==> src/rtl/ir_nec_command_decoder.sv <==
// NEC IR decoder: times marks/spaces in microseconds, assembles and validates 32-bit frames, and holds a 3-bit drive command.
// cmd_valid is registered 4 clk after the stop-mark falling edge; there is no backpressure, and every pulse output is a one-cycle strobe.
module ir_nec_command_decoder #(
    parameter int unsigned CLK_FREQ_HZ = 50_000_000,
    parameter logic [7:0]  ADDR        = 8'h00,
    parameter bit          CHECK_ADDR  = 1'b1,
    parameter logic [7:0]  KEY_LEFT    = 8'h08,
    parameter logic [7:0]  KEY_RIGHT   = 8'h5A,
    parameter logic [7:0]  KEY_FAST    = 8'h18,
    parameter logic [7:0]  KEY_SLOW    = 8'h52,
    parameter logic [7:0]  KEY_STOP    = 8'h1C,
    parameter int unsigned TIMEOUT_US  = 12000,
    parameter int unsigned HOLD_MS     = 0
) (
    input  logic       clk,
    input  logic       rst,
    input  logic       ir_in,
    output logic [2:0] state_control,
    output logic [7:0] key_code,
    output logic       cmd_valid,
    output logic       repeat_pulse,
    output logic       frame_error
);

    localparam int unsigned       CLKS_PER_US  = CLK_FREQ_HZ / 1_000_000;
    localparam int unsigned       PW           = (CLKS_PER_US > 1) ? $clog2(CLKS_PER_US) : 1;
    localparam logic [PW-1:0]     PRESC_LAST   = PW'(CLKS_PER_US - 1);
    localparam logic [13:0]       DUR_MAX      = 14'h3FFF;
    localparam logic [13:0]       TIMEOUT_LAST = 14'(TIMEOUT_US - 1);
    localparam longint unsigned   HOLD_CLKS    = 64'(HOLD_MS) * 64'd1000 * 64'(CLKS_PER_US);
    localparam longint unsigned   HOLD_LAST    = (HOLD_CLKS == 0) ? 64'd0 : HOLD_CLKS - 64'd1;
    localparam int unsigned       HW           = $clog2(HOLD_LAST + 2);
    localparam logic [HW-1:0]     HOLD_LAST_W  = HW'(HOLD_LAST);

    localparam logic [13:0] LM_MIN  = 14'd8000, LM_MAX  = 14'd10000;
    localparam logic [13:0] LSD_MIN = 14'd4000, LSD_MAX = 14'd5000;
    localparam logic [13:0] LSR_MIN = 14'd1800, LSR_MAX = 14'd2700;
    localparam logic [13:0] BM_MIN  = 14'd300,  BM_MAX  = 14'd800;
    localparam logic [13:0] B0_MIN  = 14'd300,  B0_MAX  = 14'd800;
    localparam logic [13:0] B1_MIN  = 14'd1300, B1_MAX  = 14'd2000;

    typedef enum logic [2:0] {
        S_IDLE, S_LEAD_MARK, S_LEAD_SPACE, S_BIT_MARK, S_BIT_SPACE, S_RPT_MARK, S_CHECK
    } state_t;

    logic          r_sync1, r_sync2, r_ir_prev;
    logic          w_fall, w_rise, w_edge, w_tick;
    logic [PW-1:0] r_presc;
    logic [13:0]   r_dur;

    state_t        r_state, w_state_nxt;
    logic [31:0]   r_shift, w_shift_nxt;
    logic [5:0]    r_bit_cnt, w_bit_cnt_nxt;
    logic          r_have_frame, w_have_nxt;
    logic [7:0]    r_key, w_key_nxt;
    logic [2:0]    r_sc, w_sc_nxt;
    logic          r_cmd_valid, r_repeat, r_ferr;
    logic          w_cv_nxt, w_rp_nxt, w_fe_nxt;
    logic [HW-1:0] r_hold_cnt;
    logic          r_hold_act, w_hold_expire;

    logic w_lead_ok, w_hdr_data, w_hdr_rpt, w_mark_ok, w_sp0, w_sp1;
    logic w_timeout, w_frame_ok;
    logic [7:0] w_cmd, w_ncmd, w_addr, w_naddr;

    // Synchronizer resets to the idle-high level so release of reset creates no edge.
    always_ff @(posedge clk or posedge rst) begin
        if (rst) begin
            r_sync1   <= 1'b1;
            r_sync2   <= 1'b1;
            r_ir_prev <= 1'b1;
        end else begin
            r_sync1   <= ir_in;
            r_sync2   <= r_sync1;
            r_ir_prev <= r_sync2;
        end
    end

    assign w_fall = r_ir_prev & ~r_sync2;
    assign w_rise = ~r_ir_prev & r_sync2;
    assign w_edge = w_fall | w_rise;
    assign w_tick = (r_presc == PRESC_LAST);

    always_ff @(posedge clk or posedge rst) begin
        if (rst) begin
            r_presc <= '0;
            r_dur   <= '0;
        end else if (w_edge) begin
            r_presc <= '0;
            r_dur   <= '0;
        end else if (w_tick) begin
            r_presc <= '0;
            if (r_dur != DUR_MAX) r_dur <= r_dur + 14'd1;
        end else begin
            r_presc <= r_presc + PW'(1);
        end
    end

    assign w_lead_ok  = (r_dur >= LM_MIN)  && (r_dur <= LM_MAX);
    assign w_hdr_data = (r_dur >= LSD_MIN) && (r_dur <= LSD_MAX);
    assign w_hdr_rpt  = (r_dur >= LSR_MIN) && (r_dur <= LSR_MAX);
    assign w_mark_ok  = (r_dur >= BM_MIN)  && (r_dur <= BM_MAX);
    assign w_sp0      = (r_dur >= B0_MIN)  && (r_dur <= B0_MAX);
    assign w_sp1      = (r_dur >= B1_MIN)  && (r_dur <= B1_MAX);
    // Fires on the cycle the duration counter steps onto TIMEOUT_US.
    assign w_timeout  = w_tick && !w_edge && (r_dur == TIMEOUT_LAST);

    assign w_addr  = r_shift[7:0];
    assign w_naddr = r_shift[15:8];
    assign w_cmd   = r_shift[23:16];
    assign w_ncmd  = r_shift[31:24];
    assign w_frame_ok = (w_cmd == ~w_ncmd) &&
                        (!CHECK_ADDR || ((w_addr == ADDR) && (w_naddr == ~w_addr)));

    function automatic logic [2:0] map_cmd(input logic [7:0] c, input logic [2:0] cur);
        if (c == KEY_LEFT)       return 3'b001;
        else if (c == KEY_RIGHT) return 3'b010;
        else if (c == KEY_FAST)  return 3'b011;
        else if (c == KEY_SLOW)  return 3'b100;
        else if (c == KEY_STOP)  return 3'b000;
        else                     return cur;
    endfunction

    always_comb begin
        w_state_nxt   = r_state;
        w_shift_nxt   = r_shift;
        w_bit_cnt_nxt = r_bit_cnt;
        w_have_nxt    = r_have_frame;
        w_key_nxt     = r_key;
        w_sc_nxt      = r_sc;
        w_cv_nxt      = 1'b0;
        w_rp_nxt      = 1'b0;
        w_fe_nxt      = 1'b0;
        case (r_state)
            S_IDLE: begin
                if (w_fall) w_state_nxt = S_LEAD_MARK;
            end
            S_LEAD_MARK: begin
                // A bad leader mark is treated as line noise and dropped silently.
                if (w_rise) w_state_nxt = w_lead_ok ? S_LEAD_SPACE : S_IDLE;
            end
            S_LEAD_SPACE: begin
                if (w_fall) begin
                    if (w_hdr_data) begin
                        w_state_nxt   = S_BIT_MARK;
                        w_bit_cnt_nxt = 6'd0;
                    end else if (w_hdr_rpt) begin
                        w_state_nxt = S_RPT_MARK;
                    end else begin
                        w_state_nxt = S_IDLE;
                        w_fe_nxt    = 1'b1;
                    end
                end
            end
            S_BIT_MARK: begin
                if (w_rise) begin
                    if (w_mark_ok) begin
                        w_state_nxt = S_BIT_SPACE;
                    end else begin
                        w_state_nxt = S_IDLE;
                        w_fe_nxt    = 1'b1;
                    end
                end
            end
            S_BIT_SPACE: begin
                if (w_fall) begin
                    if (w_sp0 || w_sp1) begin
                        w_shift_nxt   = {w_sp1, r_shift[31:1]};
                        w_bit_cnt_nxt = r_bit_cnt + 6'd1;
                        w_state_nxt   = (r_bit_cnt == 6'd31) ? S_CHECK : S_BIT_MARK;
                    end else begin
                        w_state_nxt = S_IDLE;
                        w_fe_nxt    = 1'b1;
                    end
                end
            end
            S_RPT_MARK: begin
                if (w_rise) begin
                    w_state_nxt = S_IDLE;
                    if (w_mark_ok) w_rp_nxt = r_have_frame;
                    else           w_fe_nxt = 1'b1;
                end
            end
            S_CHECK: begin
                w_state_nxt = S_IDLE;
                if (w_frame_ok) begin
                    w_cv_nxt   = 1'b1;
                    w_have_nxt = 1'b1;
                    w_key_nxt  = w_cmd;
                    w_sc_nxt   = map_cmd(w_cmd, r_sc);
                end else begin
                    w_fe_nxt = 1'b1;
                end
            end
            default: w_state_nxt = S_IDLE;
        endcase
        if ((r_state != S_IDLE) && (r_state != S_CHECK) && w_timeout) begin
            w_state_nxt = S_IDLE;
            w_fe_nxt    = 1'b1;
        end
    end

    assign w_hold_expire = (HOLD_MS != 0) && r_hold_act && (r_hold_cnt == HOLD_LAST_W) &&
                           !w_cv_nxt && !w_rp_nxt;

    always_ff @(posedge clk or posedge rst) begin
        if (rst) begin
            r_state      <= S_IDLE;
            r_shift      <= '0;
            r_bit_cnt    <= '0;
            r_have_frame <= 1'b0;
            r_key        <= '0;
            r_sc         <= '0;
            r_cmd_valid  <= 1'b0;
            r_repeat     <= 1'b0;
            r_ferr       <= 1'b0;
            r_hold_cnt   <= '0;
            r_hold_act   <= 1'b0;
        end else begin
            r_state      <= w_state_nxt;
            r_shift      <= w_shift_nxt;
            r_bit_cnt    <= w_bit_cnt_nxt;
            r_have_frame <= w_have_nxt;
            r_key        <= w_key_nxt;
            r_sc         <= w_hold_expire ? 3'b000 : w_sc_nxt;
            r_cmd_valid  <= w_cv_nxt;
            r_repeat     <= w_rp_nxt;
            r_ferr       <= w_fe_nxt;
            // Hold window restarts on every accepted frame or repeat.
            if (w_cv_nxt || w_rp_nxt) begin
                r_hold_cnt <= '0;
                r_hold_act <= (HOLD_MS != 0);
            end else if (r_hold_act) begin
                if (r_hold_cnt == HOLD_LAST_W) r_hold_act <= 1'b0;
                else                           r_hold_cnt <= r_hold_cnt + HW'(1);
            end
        end
    end

    assign state_control = r_sc;
    assign key_code      = r_key;
    assign cmd_valid     = r_cmd_valid;
    assign repeat_pulse  = r_repeat;
    assign frame_error   = r_ferr;

endmodule
==> config.mk <==
export PLATFORM = sky130hd
export DESIGN_NAME = ir_nec_command_decoder
export DESIGN_NICKNAME = d
export VERILOG_FILES = /design/src/rtl/ir_nec_command_decoder.sv
export SDC_FILE = /design/constraint.sdc
export NUM_CORES = 1
export LEC_CHECK = 0
export CAP_MARGIN = 20
export CELL_PAD_IN_SITES_DETAIL_PLACEMENT = 2
export CELL_PAD_IN_SITES_GLOBAL_PLACEMENT = 2
export CORE_UTILIZATION = 42
export DETAILED_ROUTE_END_ITERATION = 12
export PLACE_DENSITY_LB_ADDON = 0.1
export SYNTH_ARGS = -nofsm -noshare
export SYNTH_HDL_FRONTEND = slang
export SYNTH_SLANG_ARGS = --single-unit
==> constraint.sdc <==
create_clock -name clk -period 5 [get_ports clk]
set_input_delay 1.5 -clock clk [delete_from_list [all_inputs] [get_ports clk]]
set_output_delay 1.5 -clock clk [all_outputs]
set_load 0.01 [all_outputs]
; ---- After elaboration in Yosys (flattened, before gate mapping)
; Cells that the tools add are included.
[op_classes]
n_mux = 44
bitwise_logic = 7
n_reduce_logical = 27
n_eq_ne = 28
order_cmp = 10
n_addsub = 3
[op_table]
columns = cell, n
row1 = two-way mux 3 bit, 17
row2 = two-way mux 14 bit, 3
row3 = two-way mux 6 bit, 6
row4 = "greater-or-equal comparator 14 x 11 -> 1 bit, second input constant", 2
row5 = "inequality test 3 bit, second input constant", 7
row6 = case mux 3 bit (6 select lines), 1
row7 = "== test 8 x 5 -> 1 bit, second input constant", 2
row8 = "== test 8 x 7 -> 1 bit, second input constant", 2
row9 = == test 8 bit, 2
row10 = NOT 8 bit, 2
row11 = "adder 14 x 1 -> 14 bit, second input constant", 1
row12 = "== test 14 bit, second input constant", 1
row13 = "greater-or-equal comparator 14 x 12 -> 1 bit, second input constant", 1
row14 = "greater-or-equal comparator 14 x 13 -> 1 bit, second input constant", 1
row15 = "greater-or-equal comparator 14 x 9 -> 1 bit, second input constant", 1
row16 = "<= comparator 14 x 10 -> 1 bit, second input constant", 1
row17 = "<= comparator 14 x 11 -> 1 bit, second input constant", 1
row18 = "<= comparator 14 x 12 -> 1 bit, second input constant", 1
row19 = "<= comparator 14 x 13 -> 1 bit, second input constant", 1
row20 = "<= comparator 14 bit, second input constant", 1
row21 = two-way mux 1 bit, 14
row22 = "inequality test 14 bit, second input constant", 1
row23 = "adder 6 x 1 -> 6 bit, second input constant", 2
row24 = case mux 6 bit (2 select lines), 1
row25 = 25 further kinds, 47
[word_totals]
ff_bits = 79
word_cells = 133
in_bits = 3
output_inout_bits = 14

; ---- Longest topological paths before layout
; Gate-level depths: netlist of run 1.
[logic_depth]
word_depth = 9
ltp_mapped = 10
depth_no_buf = 8

; ---- Worst setup path before layout of run 1
; Ideal clock, no wire load.
[synth_path]
kind = reg-to-reg
start = reg r_shift[0]
end = reg r_sc[0], in the netlist state_control[0]
synth_period_minus_slack_ns = 2.050
path_stages_with_launch = 7
setup_slack_ns = 2.950
path_buffers = 0
arrival_ns = 1.923
setup_time_ns = 0.127
required_time_ns = 4.873
path_cell_list = dfrtp_1 -> or4b_1 -> nor4_1 -> nand3_1 -> nor3_2 -> and3_1 -> mux2_1
[synth_via]
elab_chain_cells = 5
elab_cells_between_ends = 6
classes_between = eq/ne (1) / bitwise (1) / reduce/logical (4)
[synth_rtl]
columns = item, line_no
row1 = start: declaration, 52  ; logic [31:0] r_shift, w_shift_nxt;
row2 = start signal: assignment, 221  ; r_shift <= w_shift_nxt;
row3 = NOT 8 bit, 113  ; (!CHECK_ADDR || ((w_addr == ADDR) && (w_naddr == ~w_addr)));
row4 = == test 8 bit, 113
row5 = logical AND 1 bit (*), 113
row6 = logical AND 1 bit (*), 112  ; assign w_frame_ok = (w_cmd == ~w_ncmd) &&
row7 = AND reduction 3 bit (no line) (*), --
row8 = end signal: assignment, 225  ; r_sc <= w_hold_expire ? 3'b000 : w_sc_nxt;
row9 = end: declaration, 56  ; logic [2:0] r_sc, w_sc_nxt;
; Every way passes the cells marked *; elsewhere a longest branch is shown, timed or not.
; A chain may end at the register's enable or synchronous reset.

; ---- Worst setup path in the final report of run 1
[layout_path]
start = reg r_shift[0]
end = reg r_ferr, in the netlist frame_error
[layout_via]
elab_chain_cells = 7
elab_cells_between_ends = 8
classes_between = eq/ne (1) / mux (3) / bitwise (1) / reduce/logical (3)
[layout_rtl]
columns = item, line_no
row1 = NOT 8 bit, 113
row2 = == test 8 bit, 113
row3 = logical AND 1 bit (*), 113
row4 = logical AND 1 bit (*), 112
row5 = two-way mux 1 bit (*), 186  ; if (w_frame_ok) begin
row6 = case mux 1 bit (4 select lines) (*), 134  ; case (r_state)
row7 = two-way mux 1 bit (*), 197  ; if ((r_state != S_IDLE) && (r_state != S_CHECK) && w_timeout) begin
row8 = via w_fe_nxt, 58  ; logic w_cv_nxt, w_rp_nxt, w_fe_nxt;
row9 = end signal: assignment, 228  ; r_ferr <= w_fe_nxt;
row10 = end: declaration, 57  ; logic r_cmd_valid, r_repeat, r_ferr;
; The timed path passes the listed nets; every way through them passes the cells marked *.

==> results of run 1 <==
through the flow:
step	cell area, sq um	utilization, %	setup slack [ns]
floorplan	4190	-	1.48
global placement	4370	45.0	2.04
detailed placement	4370	45.0	2.01
CTS	4580	47.1	2.22
global route	4580	47.1	2.04
finish	4580	47.1	2.20
registers in the layout (all words and copies together), names as in the netlist:
signal         cells
r_presc            6
repeat_pulse       1
r_bit_cnt          6
r_sync2            1
state_control      3
r_sync1            1
key_code           8
r_shift           32
frame_error        1
cmd_valid          1
r_state            3
r_ir_prev          1
r_have_frame       1
r_dur             14
power breakdown:
part / switching, mW / internal (mW)
clock network: 0.262 / 0.247
logic: 0.0502 / 0.0345
registers: 0.0247 / 0.654
worst max-delay path, cell delays in order, from the launching register on:
cell and delay, ns:
sky130_fd_sc_hd__dfrtp_1 0.39, sky130_fd_sc_hd__or4b_1 0.54, sky130_fd_sc_hd__nor4_1 0.61, sky130_fd_sc_hd__nand3_1 0.30, sky130_fd_sc_hd__a221oi_1 0.47, sky130_fd_sc_hd__o21ai_1 0.14
sky130_fd_sc_hd__a21o_1 0.22
placed cells by master, fill, tap and decap left out, types with 4 or more instances in the layout:
cell type / count
sky130_fd_sc_hd__a21o_1: 4
sky130_fd_sc_hd__and2_1: 10
sky130_fd_sc_hd__and3_1: 4
sky130_fd_sc_hd__and4_1: 4
sky130_fd_sc_hd__clkbuf_8: 10
sky130_fd_sc_hd__clkdlybuf4s50_1: 16
sky130_fd_sc_hd__dfrtp_1: 76
sky130_fd_sc_hd__ha_1: 7
sky130_fd_sc_hd__inv_1: 12
sky130_fd_sc_hd__mux2_2: 8
sky130_fd_sc_hd__nand2_1: 113
sky130_fd_sc_hd__nand2b_1: 7
sky130_fd_sc_hd__nand3_1: 18
sky130_fd_sc_hd__nand4_1: 7
sky130_fd_sc_hd__nand4b_1: 5
sky130_fd_sc_hd__nor2_1: 24
sky130_fd_sc_hd__nor3_1: 9
sky130_fd_sc_hd__nor4_1: 8
sky130_fd_sc_hd__nor4b_1: 4
sky130_fd_sc_hd__o21ai_0: 12
sky130_fd_sc_hd__xnor2_1: 18
sky130_fd_sc_hd__xor2_1: 6
layout make-up:
cell class,count,area [sq um]
clock inverter,6,68.8
timing repair buffer,18,175
inverter,13,50.0
fill,1080,5150
sequential,79,1980
clock buffer,10,138
multi-input combinational,330,2000
tap,133,166
worst max-delay path by stage:
stage,endpoint,cells past startpoint,startpoint
final,frame_error,6,r_shift[0]
after floorplan,cmd_valid,1,rst
after detailed placement,r_state[1],3,rst
after global routing,state_control[0],6,r_shift[0]
after global placement,r_state[1],3,rst
after CTS,key_code[6],1,key_code[6]
per-layer routing:
layer	part of all wire, %	routed length (um)	GRT usage (%)
met1	46	5250	31.3
met5	0	0	0
met4	2.2	246	9.23
met3	2.1	242	2.87
met2	49	5590	40.0
cell families (layout without fill, tap and decap cells):
family / count (synthesis) / after routing / share of synthesized area, %
DFF: 79 / 79 / 47.3
xor gates and xnor gates: 24 / 24 / 5.02
muxes: 9 / 9 / 2.42
buffers and inverters: 40 / 47 / 5.05
adders and majority gates: 7 / 7 / 2.09
and+or+nand+nor: 237 / 237 / 28.2
AOI/OAI and AO/OA: 53 / 53 / 9.91
==> impl_results.rst, run 1 <==
.. list-table::
   :header-rows: 1

   * - Metric
     - Value
   * - Min-Delay Path Class
     - reg -> reg
   * - Share of the yosys chip area belonging to registers
     - 47.3%
   * - Hold bufs inserted after CTS
     - 0
   * - Yosys warns
     - 0
   * - Detailed Place HPWL
     - 7590 um
   * - Cell count of the worst reg-to-reg path
     - 6
   * - Leakage dissipation
     - 2.12 nW
   * - Proportion of layout cells with a drive suffix above 1
     - 9.65%
   * - DIE AREA
     - 10400 sq um
   * - Prevailing post-synth register cell
     - sky130_fd_sc_hd__dfrtp_1
   * - PwrDens
     - 278 nW/um^2
   * - Chip Height
     - 102 um
   * - DR iter-0 viols
     - 94
   * - Total wirelength of the detailed-routed design
     - 11300 um
   * - Buffer count from post-CTS setup fixing
     - 0
   * - Vias per inst
     - 5.63
   * - Largest net degree at the start of global routing
     - 56
   * - Max IR drop VDD
     - 0.000122 V
   * - Clock Skews
     - 0.0150 ns
   * - Post-Syn Area per Cell
     - 9.33 sq um
   * - TritonCTS clock tree
     - yes
   * - Number of nets in the layout
     - 461
   * - F_max
     - 358 MHz
   * - Cell taking the most area after synthesis
     - sky130_fd_sc_hd__dfrtp_1
   * - Clock slew at reported path FFs
     - 0.10 ns
   * - Hold-critical path depth
     - 0
   * - Inserted Diodes
     - 0
   * - FF-to-FF setup slack
     - 2.20 ns
   * - Gate count after technology mapping
     - 449
   * - Boundary Pins
     - 17
   * - Count of nets left with antenna violations after detail routing
     - 0
   * - Worst-case headroom to the max-slew limit
     - 35.9%
   * - Deepest level of the CTS H-tree
     - 3
   * - Maximum root-to-sink buffer count
     - 2
   * - Most used standard cell by instance count after synthesis
     - sky130_fd_sc_hd__nand2_1
   * - Post-synthesis cell type count
     - 63
   * - Arrival time of the worst setup path
     - 3.03 ns
   * - Final cycle utilization of the critical path
     - 55.9%
   * - Max-cap violation count
     - 0
   * - Least-Margin Pin Slew
     - 0.960 ns
   * - Clock latency of the later-clocked register in the worst-skew pair
     - 0.36 ns
   * - End point of the worst hold path
     - r_sync2
   * - X dimension of the die
     - 102 um
   * - Port Buffer Count
     - 16
   * - Total of flip-flops plus latches after synthesis
     - 79
   * - Cell area after technology mapping
     - 4190 sq um
   * - Starting density of the core
     - 43.1%
   * - Final count of pins violating max slew
     - 0
   * - Post-CTS Resized
     - 0
   * - Top cells by count, synth
     - 113 x sky130_fd_sc_hd__nand2_1, 76 x sky130_fd_sc_hd__dfrtp_1, 24 x sky130_fd_sc_hd__nor2_1, 18 x sky130_fd_sc_hd__nand3_1, 18 x sky130_fd_sc_hd__xnor2_1
   * - Number of flops mapped to enable cells by yosys
     - 0
   * - Smallest hold slack
     - 0.361 ns
   * - Overall Power
     - 1.27 mW
   * - Number of detailed-route iterations in the first pass
     - 4
   * - Core Rows
     - 36
   * - Final count of hold timing violations
     - 0
   * - Inst Count DP
     - 573
   * - Routability Congestion
     - 0.803
   * - Area contributors post-synth
     - sky130_fd_sc_hd__dfrtp_1 45%, sky130_fd_sc_hd__nand2_1 10%, sky130_fd_sc_hd__xnor2_1 3.8%, sky130_fd_sc_hd__nand3_1 2.1%, sky130_fd_sc_hd__mux2_2 2.1%
   * - Area fraction of the dominant cell type after synthesis
     - 45.4%
   * - FF-to-FF Start
     - r_shift[0]
   * - Setup Total Neg Slack
     - 0 ns
   * - Fraction of synthesis flops using an asynchronous set or reset pin
     - 100%
   * - RSZ-0062 raised after global routing
     - no
   * - Worst EP required
     - 5.23 ns
   * - Endpoint type of the worst setup path
     - flip-flop
   * - Initial antenna violation count
     - 0
   * - Core region area
     - 9730 sq um
   * - Count of placed standard cells in the final layout, fillers left out
     - 589
   * - Total nets after synthesis
     - 459
   * - Overall fraction of global-route tracks in use
     - 23.7%
   * - DR WL/cell
     - 19.2 um
   * - Clock root buffer master
     - sky130_fd_sc_hd__clkbuf_8
   * - Routed via count
     - 3314
   * - Startpoint types
     - flip-flop
   * - Final critical path time including I/O delays and setup
     - 2.80 ns
   * - Global-route wire length before repair
     - 18700 um
   * - Area growth syn-to-layout
     - 9.32%
   * - Worst-path maximum fanout
     - 2
   * - Number of remaining DRC errors
     - 0
   * - Category of the critical setup timing path
     - reg -> reg
   * - Result of the run
     - finished clean
   * - Final global-route overflow total
     - 0
   * - Setup violations, final
     - 0
   * - Endpoint of the most critical register-to-register path
     - frame_error
   * - Hold path startpoint
     - r_sync1
   * - Clk sink count
     - 79
   * - Num CTS Buffers
     - 9
   * - Vias in the first global route
     - 3548
(Power assumes the default switching activity.)
==> run 2: changes to the inputs <==
CORE_UTILIZATION = 35   (was 42)
clock period = 2.3 ns   (was 5 ns; I/O delays follow)
==> impl_results.rst, run 2 (synthesized netlist as in run 1, its figures left out) <==
.. list-table::
   :header-rows: 1

   * - Metric
     - Value
   * - Result of the run
     - finished with violations
   * - Violated checks
     - design-rule violations
   * - DR iter-0 viols
     - 187 (+99%)
   * - Max IR drop VDD
     - 0.000288 V (+140%)
   * - Worst setup path startpoint
     - r_dur[8]
   * - Deepest level of the CTS H-tree
     - 3 (unchanged)
   * - Boundary Pins
     - 17 (unchanged)
   * - Cell with the largest stage delay on the worst path
     - sky130_fd_sc_hd__dfrtp_1
   * - Endpoint type of the worst setup path
     - flip-flop
   * - Final critical path time including I/O delays and setup
     - 2.19 ns (-0.605 ns)
   * - FF-to-FF setup slack
     - 0.11 ns (-2.09 ns)
   * - Number of nets in the layout
     - 496 (+7.6%)
   * - Commonest non-fill, non-tap cells in the layout
     - 113 x sky130_fd_sc_hd__nand2_1, 75 x sky130_fd_sc_hd__dfrtp_1, 33 x sky130_fd_sc_hd__buf_4
   * - Met2 capacity usage during global routing
     - 35.3% (-4.7 points)
   * - Final count of hold timing violations
     - 0 (unchanged)
   * - Worst-case headroom to the max-slew limit
     - 69.9% (+34 points)
   * - Port Buffer Count
     - 16 (unchanged)
   * - Leakage dissipation
     - 2.35 nW (+11%)
   * - Core Rows
     - 39 (+8.3%)
   * - Detailed Place HPWL
     - 8140 um (+7.3%)
   * - Post-layout utilization of the core
     - 43.4% (-3.7 points)
   * - Global-route wire length before repair
     - 19600 um (+4.9%)
   * - Minimum setup slack after placement
     - -0.107 ns (-2.12 ns)
   * - Clock slew at reported path FFs
     - 0.06 ns (-0.04 ns)
   * - Cell count of the worst reg-to-reg path
     - 6 (unchanged)
   * - Worst setup margin
     - 0.109 ns (-2.09 ns)
   * - Fill cell total of the finished layout
     - 1224 (+13%)
   * - Hold bufs inserted after CTS
     - 0 (unchanged)
   * - Number of detailed-route iterations in the first pass
     - 8 (+4)
   * - Chip Height
     - 111 um (+9.4%)
   * - Most common cell after layout, fill and taps aside
     - sky130_fd_sc_hd__nand2_1
   * - Routed via count
     - 3441 (+3.8%)
   * - Clock root buffer master
     - sky130_fd_sc_hd__clkbuf_16
   * - Slowest cell delay on critical path
     - 0.50 ns (-0.11 ns)
   * - Placed instance area
     - 4650 sq um (+6.4%)
   * - Count of nets left with antenna violations after detail routing
     - 0 (unchanged)
   * - Largest net degree at the start of global routing
     - 80 (+43%)
   * - Vias in the first global route
     - 3752 (+5.7%)
   * - Total wirelength of the detailed-routed design
     - 11600 um (+2.6%)
   * - Met3 GRT Util
     - 3.05% (+0.18 points)
   * - Smallest hold slack
     - 0.377 ns (+0.0162 ns)
   * - FF-to-FF Start
     - r_dur[8]
   * - Arrival time of the worst setup path
     - 2.42 ns (-0.61 ns)
   * - Endpoint of the most critical register-to-register path
     - r_state[0]
   * - Global routing usage on met1
     - 25.0% (-6.3 points)
   * - DR WL/cell
     - 18.3 um (-4.7%)
   * - Ordered cell list for the critical path
     - nor4bb_1 > buf_4 > nand4_1 > a22o_1 > a21boi_0 > o41ai_1
   * - Worst-path maximum fanout
     - 7 (+5)
   * - Final cycle utilization of the critical path
     - 95.2% (+39 points)
   * - Clock latency of the later-clocked register in the worst-skew pair
     - 0.34 ns (-0.02 ns)
   * - TritonCTS clock tree
     - yes
   * - Count of placed standard cells in the final layout, fillers left out
     - 634 (+7.6%)
   * - Max reg flops
     - 32 (unchanged)
   * - Maximum root-to-sink buffer count
     - 2 (unchanged)
   * - Gr busiest metal
     - met2
   * - Overall Power
     - 3.01 mW (+140%)
   * - Inserted Diodes
     - 0 (unchanged)
   * - Vias per inst
     - 5.43 (-3.5%)
   * - Area growth syn-to-layout
     - 19.8%
   * - Inst Count DP
     - 615 (+7.3%)
   * - Min-Delay Path Class
     - reg -> reg
   * - Final global-route overflow total
     - 0 (unchanged)
   * - Least-Margin Pin Slew
     - 0.446 ns (-0.514 ns)
   * - Clk sink count
     - 79 (unchanged)
   * - Num CTS Buffers
     - 9 (unchanged)
   * - Starting density of the core
     - 36.2% (-6.8 points)
   * - X dimension of the die
     - 111 um (+9.4%)
   * - Final count of pins violating max slew
     - 0 (unchanged)
   * - Clock Skews
     - 0.00573 ns (-0.00930 ns)
   * - Area used by sequential logic in the layout
     - 1980 sq um (about the same)
   * - Proportion of layout cells with a drive suffix above 1
     - 17.9% (+8.3 points)
   * - Startpoint types
     - flip-flop
   * - Overall fraction of global-route tracks in use
     - 20.1% (-3.6 points)
   * - Setup Total Neg Slack
     - 0 ns (unchanged)
   * - Max-cap violation count
     - 0 (unchanged)
   * - DIE AREA
     - 12400 sq um (+20%)
   * - Register with the most flip-flops
     - r_shift
   * - Initial antenna violation count
     - 0 (unchanged)
   * - Routability Congestion
     - 0.795 (-1.1%)
   * - Post-Layout Inst Area
     - 5020 sq um (+9.6%)
   * - F_max
     - 456 MHz (+28%)
   * - PwrDens
     - 599 nW/um^2 (+120%)
   * - Number of remaining DRC errors
     - 4 (+4)
   * - Area of combinational cells with multiple inputs
     - 2070 sq um (+3.4%)
   * - Core region area
     - 11600 sq um (+19%)
   * - Worst EP required
     - 2.53 ns (-2.70 ns)
   * - Category of the critical setup timing path
     - reg -> reg
   * - Setup violations, final
     - 0 (unchanged)
   * - Timing endpoint of the critical path
     - r_state[0]
[run 2: cell count changes in the layout (fill, tap and decap cells not counted), moves of 2 or more]
cell	delta
sky130_fd_sc_hd__buf_12	+2
sky130_fd_sc_hd__clkinv_2	-2
sky130_fd_sc_hd__clkinv_4	-2
sky130_fd_sc_hd__clkbuf_8	-10
sky130_fd_sc_hd__buf_6	+2
sky130_fd_sc_hd__clkbuf_1	+3
sky130_fd_sc_hd__nor4bb_1	-2
sky130_fd_sc_hd__or4b_4	+2
sky130_fd_sc_hd__or4b_1	-2
sky130_fd_sc_hd__clkinvlp_4	+3
sky130_fd_sc_hd__buf_4	+31
sky130_fd_sc_hd__clkbuf_16	+9
[run 2: where the power goes]
group | internal, mW | leakage [nW] | switching (mW) | total (mW)
Clock | 0.736 | 0.119 | 0.587 | 1.32
Combinational | 0.0904 | 1.14 | 0.121 | 0.211
Sequential | 1.42 | 1.09 | 0.0473 | 1.47
[run 2: layer usage]
layer  share of wire, %  up-vias
met4                1.7        0
met3                2.2       17
li1                   -     1615
met1                 45     1765
met2                 51       44
met5                  0        -
[run 2: worst min path at each step]
stage,cells after the start,from,endpoint
global route,0,r_sync1,r_sync2
CTS,0,r_sync1,r_sync2
detailed placement,0,r_sync1,r_sync2
floorplan,0,r_sync1,r_sync2
finish,0,r_sync2,r_ir_prev
global placement,0,r_sync2,r_ir_prev
[run 2: final cells by class]
type	instances	area share, %
well taps	143	3.56
clock inverters	4	0.623
repair buffers	53	9.37
multi-input cells	330	41.2
flip-flops and latches	79	39.5
clock buffers	12	4.71
inverters	13	1.05
[run 2: worst max-delay path, delay by kind of cell, from the launching register on]
kind	cells	cell delay, ns
AOI/OAI and AO/OA	3	0.79
and+or+nand+nor	2	0.60
DFF	1	0.50
buffers and inverters	1	0.20
[run 2: what timing repair did]
action | CTS | global route
endpoints found under the setup margin | 10 | 7
pin swaps | 4 | 5
buffers inserted | 2 | 1
gates resized for setup | 7 | 9
